### config.mk
export PLATFORM = sky130hd
export DESIGN_NAME = seq_divider_2n_by_n_flat
export DESIGN_NICKNAME = d
export VERILOG_FILES = /design/src/rtl/seq_divider_2n_by_n_if.sv /design/src/rtl/seq_divider_2n_by_n.sv /design/src/flat_wrapper.sv
export SDC_FILE = /design/constraint.sdc
export NUM_CORES = 1
export LEC_CHECK = 0
export CAP_MARGIN = 20
export CORE_UTILIZATION = 47
export DETAILED_ROUTE_END_ITERATION = 10
export PLACE_DENSITY = 0.84
export SYNTH_ARGS = -nofsm -noshare
export SYNTH_HDL_FRONTEND = slang
export SYNTH_SLANG_ARGS = --single-unit
### constraint.sdc
create_clock -name clk -period 2.35 [get_ports clk]
set_input_delay 0.47 -clock clk [delete_from_list [all_inputs] [get_ports clk]]
set_output_delay 0.47 -clock clk [all_outputs]
set_load 0.05 [all_outputs]
### src/rtl/seq_divider_2n_by_n_if.sv
// Operand/result handshake bundle for the 2N-by-N sequential divider.
interface seq_divider_2n_by_n_if #(
    parameter int N = 8
);
    logic               in_valid;
    logic               in_ready;
    logic [2*N-1:0]     y;
    logic [N-1:0]       B;
    logic               out_valid;
    logic               out_ready;
    logic [N-1:0]       A;
    logic [N-1:0]       R;
    logic               div_zero;
    logic               ovf;

    modport master (
        output in_valid, y, B, out_ready,
        input  in_ready, out_valid, A, R, div_zero, ovf
    );

    modport slave (
        input  in_valid, y, B, out_ready,
        output in_ready, out_valid, A, R, div_zero, ovf
    );
endinterface

### src/rtl/seq_divider_2n_by_n.sv
// Sequential restoring divider: 2N-bit dividend by N-bit divisor, one
// quotient bit per cycle, valid/ready on both sides.
//
//   state | meaning
//   ------+-----------------------------------------------------------
//   IDLE  | waiting for operands, in_ready high
//   RUN   | shifting/subtracting, cnt quotient bits left to produce
//   DONE  | result presented, held until out_ready
module seq_divider_2n_by_n #(
    parameter int N = 8
) (
    input  logic                  clk,
    input  logic                  rst,
    seq_divider_2n_by_n_if.slave  bus
);
    localparam int CNT_W = $clog2(N + 1);

    typedef enum logic [1:0] {IDLE, RUN, DONE} state_t;

    state_t             state;
    state_t             state_nxt;
    logic [N-1:0]       rem;
    logic [N-1:0]       qsh;
    logic [N-1:0]       dsr;
    logic [CNT_W-1:0]   cnt;

    logic               accept;
    logic               zero_b;
    logic               too_big;
    logic [N:0]         t;
    logic               ge;
    logic [N-1:0]       rem_nxt;
    logic [N-1:0]       qsh_nxt;
    logic               last_iter;

    assign bus.in_ready  = (state == IDLE);
    assign bus.out_valid = (state == DONE);

    assign accept    = bus.in_valid & (state == IDLE);
    assign zero_b    = (bus.B == '0);
    assign too_big   = (bus.y[2*N-1:N] >= bus.B);
    assign last_iter = (cnt == CNT_W'(1));

    // One restoring step: the partial remainder stays below dsr, so the
    // subtraction result always fits back into N bits.
    always_comb begin
        t       = {rem, qsh[N-1]};
        ge      = (t >= {1'b0, dsr});
        rem_nxt = ge ? (t[N-1:0] - dsr) : t[N-1:0];
        qsh_nxt = {qsh[N-2:0], ge};
    end

    // State register.
    always_ff @(posedge clk) begin
        if (rst) state <= IDLE;
        else     state <= state_nxt;
    end

    // Next-state decode; degenerate operands skip straight to DONE.
    always_comb begin
        state_nxt = state;
        case (state)
            IDLE: begin
                if (accept) begin
                    if (zero_b || too_big) state_nxt = DONE;
                    else                   state_nxt = RUN;
                end
            end
            RUN: begin
                if (last_iter) state_nxt = DONE;
            end
            DONE: begin
                if (bus.out_ready) state_nxt = IDLE;
            end
            default: state_nxt = IDLE;
        endcase
    end

    // Datapath and result registers.
    always_ff @(posedge clk) begin
        if (rst) begin
            rem          <= '0;
            qsh          <= '0;
            dsr          <= '0;
            cnt          <= '0;
            bus.A        <= '0;
            bus.R        <= '0;
            bus.div_zero <= 1'b0;
            bus.ovf      <= 1'b0;
        end else begin
            case (state)
                IDLE: begin
                    if (accept) begin
                        if (zero_b) begin
                            bus.div_zero <= 1'b1;
                            bus.ovf      <= 1'b0;
                            bus.A        <= '1;
                            bus.R        <= '0;
                        end else if (too_big) begin
                            bus.div_zero <= 1'b0;
                            bus.ovf      <= 1'b1;
                            bus.A        <= '1;
                            bus.R        <= '0;
                        end else begin
                            rem          <= bus.y[2*N-1:N];
                            qsh          <= bus.y[N-1:0];
                            dsr          <= bus.B;
                            cnt          <= CNT_W'(N);
                            bus.div_zero <= 1'b0;
                            bus.ovf      <= 1'b0;
                        end
                    end
                end
                RUN: begin
                    rem <= rem_nxt;
                    qsh <= qsh_nxt;
                    cnt <= cnt - CNT_W'(1);
                    if (last_iter) begin
                        bus.A <= qsh_nxt;
                        bus.R <= rem_nxt;
                    end
                end
                default: ;
            endcase
        end
    end
endmodule

### src/flat_wrapper.sv
// flat-port wrapper written by rule: the top's interface ports become plain ports
module seq_divider_2n_by_n_flat 
#(
    parameter int N = 8
)
  (clk, rst, bus_in_valid, bus_y, bus_B, bus_out_ready, bus_in_ready, bus_out_valid, bus_A, bus_R, bus_div_zero, bus_ovf);
  seq_divider_2n_by_n_if #(.N(N)) bus_i ();
  input  logic clk;
  input  logic rst;
  input wire logic [$bits(bus_i.in_valid)-1:0] bus_in_valid;
  input wire logic [$bits(bus_i.y)-1:0] bus_y;
  input wire logic [$bits(bus_i.B)-1:0] bus_B;
  input wire logic [$bits(bus_i.out_ready)-1:0] bus_out_ready;
  output wire logic [$bits(bus_i.in_ready)-1:0] bus_in_ready;
  output wire logic [$bits(bus_i.out_valid)-1:0] bus_out_valid;
  output wire logic [$bits(bus_i.A)-1:0] bus_A;
  output wire logic [$bits(bus_i.R)-1:0] bus_R;
  output wire logic [$bits(bus_i.div_zero)-1:0] bus_div_zero;
  output wire logic [$bits(bus_i.ovf)-1:0] bus_ovf;
  assign bus_i.in_valid = bus_in_valid;
  assign bus_i.y = bus_y;
  assign bus_i.B = bus_B;
  assign bus_i.out_ready = bus_out_ready;
  assign bus_in_ready = bus_i.in_ready;
  assign bus_out_valid = bus_i.out_valid;
  assign bus_A = bus_i.A;
  assign bus_R = bus_i.R;
  assign bus_div_zero = bus_i.div_zero;
  assign bus_ovf = bus_i.ovf;
  seq_divider_2n_by_n #(.N(N)) u_core (.clk(clk), .rst(rst), .bus(bus_i));
endmodule
==> results_dict.tcl <==
set metrics [dict create \
    p_int_mw 2.066 \
    grt_max_degree 39 \
    io_buffers 47 \
    antenna_found_initial 0 \
    drtIter0Drc 207 \
    cp-end-kind "register" \
    async_flop_share_pct 0 \
    ant_nets 0 \
    postSynthCellCount 296 \
    setup_viol 0 \
    period_minus_slack_ns 2.300 \
    synth_seq_area_share_pct 36.02 \
    timing.final.hold_violations 0 \
    cts.sinks 48 \
    synth_warnings 0 \
    ios 48 \
    crit_required_ns 2.54 \
    num_rows 27 \
    instances_no_fill 453 \
    layout_commonest_cell "dfxtp_1" \
    n_antenna_cell 0 \
    layout_common_cells "dfxtp_1, nor2_1, buf_4" \
    htreeDepth 2 \
    pre_cts_slack_ns -0.6844 \
    fin_hold_ws_ns 0.4662 \
    dp.final_hpwl_um 5090 \
    yosys.area.top_type_share_pct 36.02 \
    multi_input_area_um2 1675 \
    cts_root_buf "clkbuf_8" \
    start_kind "register" \
    synth.distinct_cells 48 \
    synth_nets 343 \
    dpl.cell_count 439 \
    drv_cap 0 \
    cts_inserted_buffers 5 \
    area_growth_pct 41.56 \
    place.gp.congestion 0.8369 \
    path_class "register to register" \
    fin_nets 427 \
    p_per_area_nw_per_um2 883.7 \
    post-synth-top-area-cell "dfxtp_1" \
    synth_ff_type "dfxtp_1" \
    cts_tree "yes" \
    core_um2 5473 \
    synth_area_leaders "dfxtp_1, mux2i_1, ha_1, nor2_1, a211oi_1" \
    start_util_pct 48.74 \
    finalMaxSlewViolations 0 \
    groute.usage.overall_pct 24.77 \
    power.share.sequential_pct 29.9 \
    first_pass_iters 4 \
    worst-path-max-fanout 8 \
    status "completed" \
    dieWidth_um 77.34 \
    grt_pass1_vias 2415 \
    grt_overflow 0 \
    power_leakage_nw 1.542 \
    synth_edf_count 0 \
    top_layer "met4" \
    routed_wl_um 7456 \
    tns_ns 0 \
    nFillCells 435 \
    die_height_um 77.34 \
    ys_ff_latch 48 \
    seq_area_um2 960.9 \
    tightestPinTransition_ns 0.5182 \
    p_sw_mw 1.271 \
    wirelength_met1_um 3002 \
    postCtsHoldBufs 0 \
    wl_met3_um 362 \
    hp-class "register to register" \
    via_per_inst 5.651 \
    wl_per_cell_um 16.46 \
    critPathArrivalTime_ns 2.49 \
    post-route-period-util_pct 97.85 \
    clock_skew_ns 0.008186 \
    clkPwrFrac_pct 17.7 \
    relSlewSlack_pct 65.34 \
    grt_first_pass_wirelength_um 11640 \
    pwr-share-comb_pct 52.4 \
    clk_path_buf_depth 2 \
    sw_frac_of_total_pct 38.08 \
    fin_ws_ns 0.05048 \
    drive_gt1_share_pct 23.62 \
    p_total_mw 3.337 \
    netlist_area_um2 2668 \
    met2_length_um 3888 \
    drc_errors 0 \
    insertion_delay_ns 0.30 \
    avgSynthCellArea_um2 9.012 \
    max_freq_ghz 0.4349 \
    vdd_ir_drop_max_mv 0.4236 \
    vias 2560 \
    die_area_um2 5981 \
    path_clk_slew_ns 0.09 \
]
==> final timing paths <==
check / start / endpoint / slack (ns) / depth (start not counted)
max reg2reg: u_core.dsr[3] / u_core.rem[6] / 0.05 / 9
min: u_core.bus.div_zero / u_core.bus.div_zero / 0.47 / 2
max: u_core.dsr[3] / u_core.rem[6] / 0.05 / 9
min reg2reg: u_core.bus.div_zero / u_core.bus.div_zero / 0.47 / 2
==> cell usage after synthesis (3+ instances only) <==
library cell,number
nor2b_1,6
a21oi_1,16
nand2b_1,4
o21ai_0,12
mux2i_1,24
nand3_1,3
a2bb2o_1,5
o22ai_1,5
clkbuf_1,7
nor2_1,45
nand2_1,6
inv_1,24
a211oi_1,16
a22oi_1,3
dfxtp_1,48
nor3_1,8
ha_1,18
o2bb2ai_1,3
==> metal layers <==
metal / vias to the layer above / track usage, %
met2: 95 / 43.19
met4: 0 / 10.19
met3: 17 / 5.059
met5: - / 0
met1: 1209 / 29.46
li1: 1239 / -
==> through the flow <==
step	area [µm²]	util (%)
global route	3776	69.00
detailed placement	3482	63.63
finish	3776	69.00
global placement	3482	63.63
floorplan	2670	-
CTS	3735	68.24
==> layout make-up <==
class	count	area share, %
tap	72	2.386
multi-input combinational	212	44.37
sequential	48	25.45
clock inverter	2	0.9278
timing repair buffer	89	22.56
clock buffer	6	1.922
inverter	24	2.386
==> power by group through the flow <==
| stage | Clock (mW) | Combinational [mW] | Sequential (mW) |
|---|---|---|---|
| global route | 0.637 | 1.87 | 1.01 |
| floorplan | 0 | 0.911 | 1.06 |
| global placement | 0 | 1.46 | 1.00 |
| finish | 0.591 | 1.75 | 0.998 |
| CTS | 0.600 | 1.61 | 0.992 |
| detailed placement | 0 | 1.52 | 1.01 |
==> critical path, cell delays in order (launching register included) <==
cell and delay [ns]:
dfxtp_1 0.35, inv_1 0.08, ha_2 0.39, and4_1 0.21
o21ai_1 0.10, a31o_2 0.30, nand2_4 0.12, buf_4 0.16
mux2i_1 0.34, o22ai_1 0.13
==> flip-flops by register name, summed over array words and instances, names as in the netlist <==
| register | cells |
|---|---|
| u_core.bus.R | 8 |
| u_core.bus.ovf | 1 |
| u_core.bus.A | 8 |
| u_core.dsr | 8 |
| u_core.cnt | 4 |
| u_core.qsh | 8 |
| u_core.rem | 8 |
| u_core.bus.div_zero | 1 |
| u_core.state | 2 |
==> cell families (layout without fill, tap and decap cells) <==
| family | after synthesis | count (layout) | synth area share (%) |
|---|---|---|---|
| flip-flops | 48 | 48 | 36.02 |
| XOR/XNOR | 4 | 4 | 1.314 |
| AO/OA/AOI/OAI | 83 | 83 | 24.20 |
| buffers and inverters | 36 | 121 | 5.863 |
| multiplexers | 24 | 24 | 9.006 |
| adder cells (fa/ha/maj) | 19 | 19 | 9.193 |
| AND/OR/NAND/NOR | 82 | 82 | 14.40 |
==> timing repair <==
item	4_1_cts	5_1_grt
pin swaps	13	9
endpoints found under the hold margin	0	0
setup endpoints to repair	46	38
gates cloned	2	0
buffers inserted	5	0
gates resized for setup	38	24
Note: power is estimated with default switching activity, not from simulation.
==> RTL edit 1 (same settings) <==
`N` is set to 8 in 3 places; all go to 4.
--- a/src/rtl/seq_divider_2n_by_n_if.sv
+++ b/src/rtl/seq_divider_2n_by_n_if.sv
@@ -1,6 +1,6 @@
 // Operand/result handshake bundle for the 2N-by-N sequential divider.
 interface seq_divider_2n_by_n_if #(
-    parameter int N = 8
+    parameter int N = 4
 );
     logic               in_valid;
     logic               in_ready;
--- a/src/rtl/seq_divider_2n_by_n.sv
+++ b/src/rtl/seq_divider_2n_by_n.sv
@@ -7,7 +7,7 @@
 //   RUN   | shifting/subtracting, cnt quotient bits left to produce
 //   DONE  | result presented, held until out_ready
 module seq_divider_2n_by_n #(
-    parameter int N = 8
+    parameter int N = 4
 ) (
     input  logic                  clk,
     input  logic                  rst,
--- a/src/flat_wrapper.sv
+++ b/src/flat_wrapper.sv
@@ -1,7 +1,7 @@
 // flat-port wrapper written by rule: the top's interface ports become plain ports
 module seq_divider_2n_by_n_flat 
 #(
-    parameter int N = 8
+    parameter int N = 4
 )
   (clk, rst, bus_in_valid, bus_y, bus_B, bus_out_ready, bus_in_ready, bus_out_valid, bus_A, bus_R, bus_div_zero, bus_ovf);
   seq_divider_2n_by_n_if #(.N(N)) bus_i ();
Ports: changed (resized bus_A, bus_B, bus_R and bus_y); port bits go from 48 to 28. The function was not compared with the original's and may differ.
==> RTL edit 1 against the original RTL <==
Worst setup slack improved by 0.027 ns; wire length down 49%; global-route usage fell by 0.79 points; area after synthesis decreased by 44%; sequential cell count is 21 lower; final area fell by 48%; total power shrank 61%; clock power is 63% lower; synthesized cell count down 43%; sequential power down 45%; highest routed layer unchanged.
==> RTL edit 1: results <==
[status]
outcome = "finished, final reports clean"

[placement]
port_buffers = 27
dpl_cell_area_um2 = 1893
post-dp-hpwl_um = 2843
dp.cells = 247
place.gp.congestion = 0.8463

[synthesis]
synth_cells = 168
synthTopCellsByCount = "dfxtp_1, nor2_1, inv_1"
synth_nets = 195
synth-seq-area-share_pct = 36.36
synthTopCellsByArea = "dfxtp_1, ha_1, nor2_1"
synth_cell_types = 40

[detailed_routing]
wl_per_cell_um = 15.17
wl_met2_um = 1887
top_layer = "met4"
met1_length_um = 1620
dr.pass1.iters = 4
drt_iter0_drc = 80
via_count = 1435

[grt]
grt_pass1_wl_um = 6210
track_usage_pct = 23.98
grt_max_degree = 27

[cts]
cts_htree_levels = 1
insertion_delay_ns = 0.34
root_buffer = "clkbuf_4"
path_clk_slew_ns = 0.15
tritoncts.num_buffers = 3

[finish]
drive_gt1_share_pct = 15.46
nNetsFinal = 235
fillers = 227

[pwr]
power.leakage_nw = 0.7811

[timing]
whs_ns = 0.4723
maxSlewHeadroom_pct = 53.02
skew_ns = 0.003780

[critical_path]
regToRegSetupSlack_ns = 0.21
critPathSlowestCell = "clkdlybuf4s50_1"
cpPeakStageDelay_ns = 0.50
path_delay_family = "buffers and inverters"
rr_worst_depth = 6
-- RTL edit 1: metrics by stage --
step	worst slack, ns	utilization, %
5_1_grt	0.001962	65.33
3_5_place_dp	-0.3972	62.52
6_report	0.07759	65.33
2_1_floorplan	0.1118	-
4_1_cts	0.003553	63.80
3_3_place_gp	-0.3180	62.52
-- RTL edit 1: path summary, 6_finish.rpt --
path,startpoint,to
setup reg to reg,u_core.dsr[2],u_core.bus.R[2]
setup / recovery,bus_B[2],u_core.dsr[0]
hold / removal,u_core.bus.div_zero,u_core.bus.div_zero
hold reg to reg,u_core.bus.div_zero,u_core.bus.div_zero
-- RTL edit 1: timing repair --
action / CTS / global route
hold buffers: 0 / 0
pin swaps: 1 / 2
resized for setup: 2 / 9
buffers inserted: 0 / 0
setup endpoints to repair: 6 / 13
-- RTL edit 1: cell type report --
class	count	area share, %
inverters	12	2.277
repair buffers	41	19.54
clock buffers	3	1.139
well taps	44	2.783
multi-input cells	123	46.55
clock inverters	1	0.3795
flip-flops and latches	27	27.32
-- RTL edit 1: tightest hold or removal path, stage by stage, from the launching register on --
cell and delay, ns:
dfxtp_1 0.34, nand2_1 0.05, a21oi_1 0.05
-- RTL edit 1: logic make-up (layout without fill, tap and decap cells) --
logic type,Yosys count,in the layout,synth area share [%]
and+or+nand+nor,57,57,20.37
AOI/OAI and AO/OA,47,47,23.40
DFF,27,27,36.36
buffers and inverters,18,57,4.629
adders and majority gates,11,11,9.764
muxes,7,7,4.882
xor gates and xnor gates,1,1,0.5893
-- RTL edit 1: layer usage --
layer  global-route usage (%)  up-vias
met5                        0        -
met4                    12.93        0
met3                    2.902       12
met2                    40.23       48
met1                    29.96      676
li1                         -      699
-- RTL edit 1: report_power, final --
part | switching, mW | internal [mW]
clock | 0.151 | 0.0656
sequential | 0.0420 | 0.508
combinational | 0.298 | 0.222
==> RTL edit 2 (same flow settings) <==
Without the edit above. Make the reset (`rst`) asynchronous in 2 clocked blocks.
--- a/src/rtl/seq_divider_2n_by_n.sv
+++ b/src/rtl/seq_divider_2n_by_n.sv
@@ -51,7 +51,7 @@
     end
 
     // State register.
-    always_ff @(posedge clk) begin
+    always_ff @(posedge clk or posedge rst) begin
         if (rst) state <= IDLE;
         else     state <= state_nxt;
     end
@@ -77,7 +77,7 @@
     end
 
     // Datapath and result registers.
-    always_ff @(posedge clk) begin
+    always_ff @(posedge clk or posedge rst) begin
         if (rst) begin
             rem          <= '0;
             qsh          <= '0;
Function: differs if rst is asserted again (counterexample within 4 cycles, from zero or initial values and one cycle with rst high); with rst held inactive, the same outputs for 4 cycles.
==> RTL edit 2 against the original RTL <==
Wire length shrank 3.9%; synthesized cell count stayed put; sequential cell count is the same; final area up 2.5%; largest cell class unchanged; worst setup slack gained 0.016 ns; highest routed layer unchanged; via count decreased by 1.8%; critical path depth is 6 lower; hold slack worse by 0.096 ns; first-iteration DRC count shrank 64%; sequential share of layout area increased by 5.6 points; non-clock buffer count fell by 1; area after synthesis grew 4.2%.
Power is not compared: it rests on default switching activity, and its combinational part moved more than twofold at a synthesized area within 25%.
==> RTL edit 2: results <==
[synthesis]
synth-seq-area-share_pct = 43.20
synth.area.mux_share_pct = 5.896
synth_xor_xnor_area_share_pct = 0.6301
synth_compound_area_share_pct = 21.60
synth_cell_types = 49
synthTopCellsByArea = "dfrtp_1, ha_1, o21ai_0"
synth_area_per_cell_um2 = 9.392
synthArstFlopShare_pct = 100.0
synth_fa_ha_area_share_pct = 8.821

[worst_hold_path]
hp-class = "in2async"

[detailed_routing]
via_per_inst = 5.515
dr.pass1.iters = 5
drt_iter0_drc = 74

[placement]
dp.cells = 444
post-dp-hpwl_um = 5282
place.gp.congestion = 0.8712

[grt]
met3_usage_pct = 4.368
grt_max_degree = 42
grt_pass1_wl_um = 11720
first_global_vias = 2535
met2_usage_pct = 43.65
use_met1_pct = 30.01
track_usage_pct = 24.42

[critical_path]
worstPathArrival_ns = 1.81
crit_fanout = 5

[status]
outcome = "finished, final reports clean"

[timing]
skew_ns = 0.006467
tightest_slew_ns = 0.5221

[finish]
drive_gt1_share_pct = 20.05
diodes = 0
nNetsFinal = 430
finalNonFillerCells = 456

[pwr]
internal_power_mw = 3.151
[RTL edit 2: cell count changes after synthesis, sizes merged, moves of 5 or more]
cell    unedited run  this run
a211oi            17         1
a2bb2o             5         0
clkbuf             7         2
dfrtp              0        48
dfxtp             48         0
mux2i             24        13
nand2              6        35
nor2              46        30
o21ai             13        37
o22ai              7         1
[RTL edit 2: power groups by stage]
stage,combinational [mW],sequential [mW],clock [mW]
finish,3.86,1.47,0.599
floorplan,2.13,1.77,0
CTS,3.55,1.46,0.605
global route,4.21,1.51,0.635
global placement,3.41,1.45,0
detailed placement,3.51,1.47,0
[RTL edit 2: cell type report]
| cell class | count | share of cell area, % |
|---|---|---|
| clock buffers | 6 | 1.875 |
| clock inverters | 2 | 0.9053 |
| inverters | 27 | 2.619 |
| multi-input cells | 213 | 39.31 |
| flip-flops and latches | 48 | 31.04 |
| well taps | 72 | 2.328 |
| repair buffers | 88 | 21.92 |
[RTL edit 2: timing repair]
action	4_1_cts	5_1_grt
setup endpoints to repair	18	44
cloned	0	1
setup buffers	1	2
pin swaps	3	6
gates resized for setup	5	33
[RTL edit 2: routing by layer]
metal	share of wire [%]	vias up
li1	-	1217
met3	4.7	12
met5	0	-
met2	51	65
met4	1.5	0
met1	43	1221
[RTL edit 2: worst max-delay path: stages (launching register included)]
cell             delay, ns
dfrtp_1               0.40
inv_1                 0.14
nor2_1                0.15
clkdlybuf4s50_1       0.82
[RTL edit 2: logic make-up after synthesis]
family,count (synthesis)
AND/OR/NAND/NOR,89
AO/OA/AOI/OAI,87
flip-flops,48
buffers and inverters,35
adder cells (fa/ha/maj),19
multiplexers,16
XOR/XNOR,2
[RTL edit 2: per-stage QoR]
step	instance area, um2	utilization (%)	worst slack [ns]
after CTS	3719	66.31	0.003956
after global routing	3870	69.01	0.008253
after global placement	3583	63.90	-0.3252
after detailed placement	3583	63.90	-0.4091
final	3870	69.01	0.06612
after floorplan	2780	-	0.09975
[RTL edit 2: worst paths after layout]
kind | slack, ns | from | cells after the start | end
max in group asynchronous | 1.52 | rst | 3 | u_core.bus.ovf
worst min register to register | 0.50 | u_core.bus.R[7] | 2 | u_core.bus.R[7]
worst min-delay path | 0.37 | rst | 2 | u_core.bus.A[3]
worst max-delay path | 0.07 | u_core.state[1] | 3 | bus_out_valid
min in group clk | 0.50 | u_core.bus.R[7] | 2 | u_core.bus.R[7]
worst max register to register | 0.13 | u_core.rem[5] | 7 | u_core.rem[7]
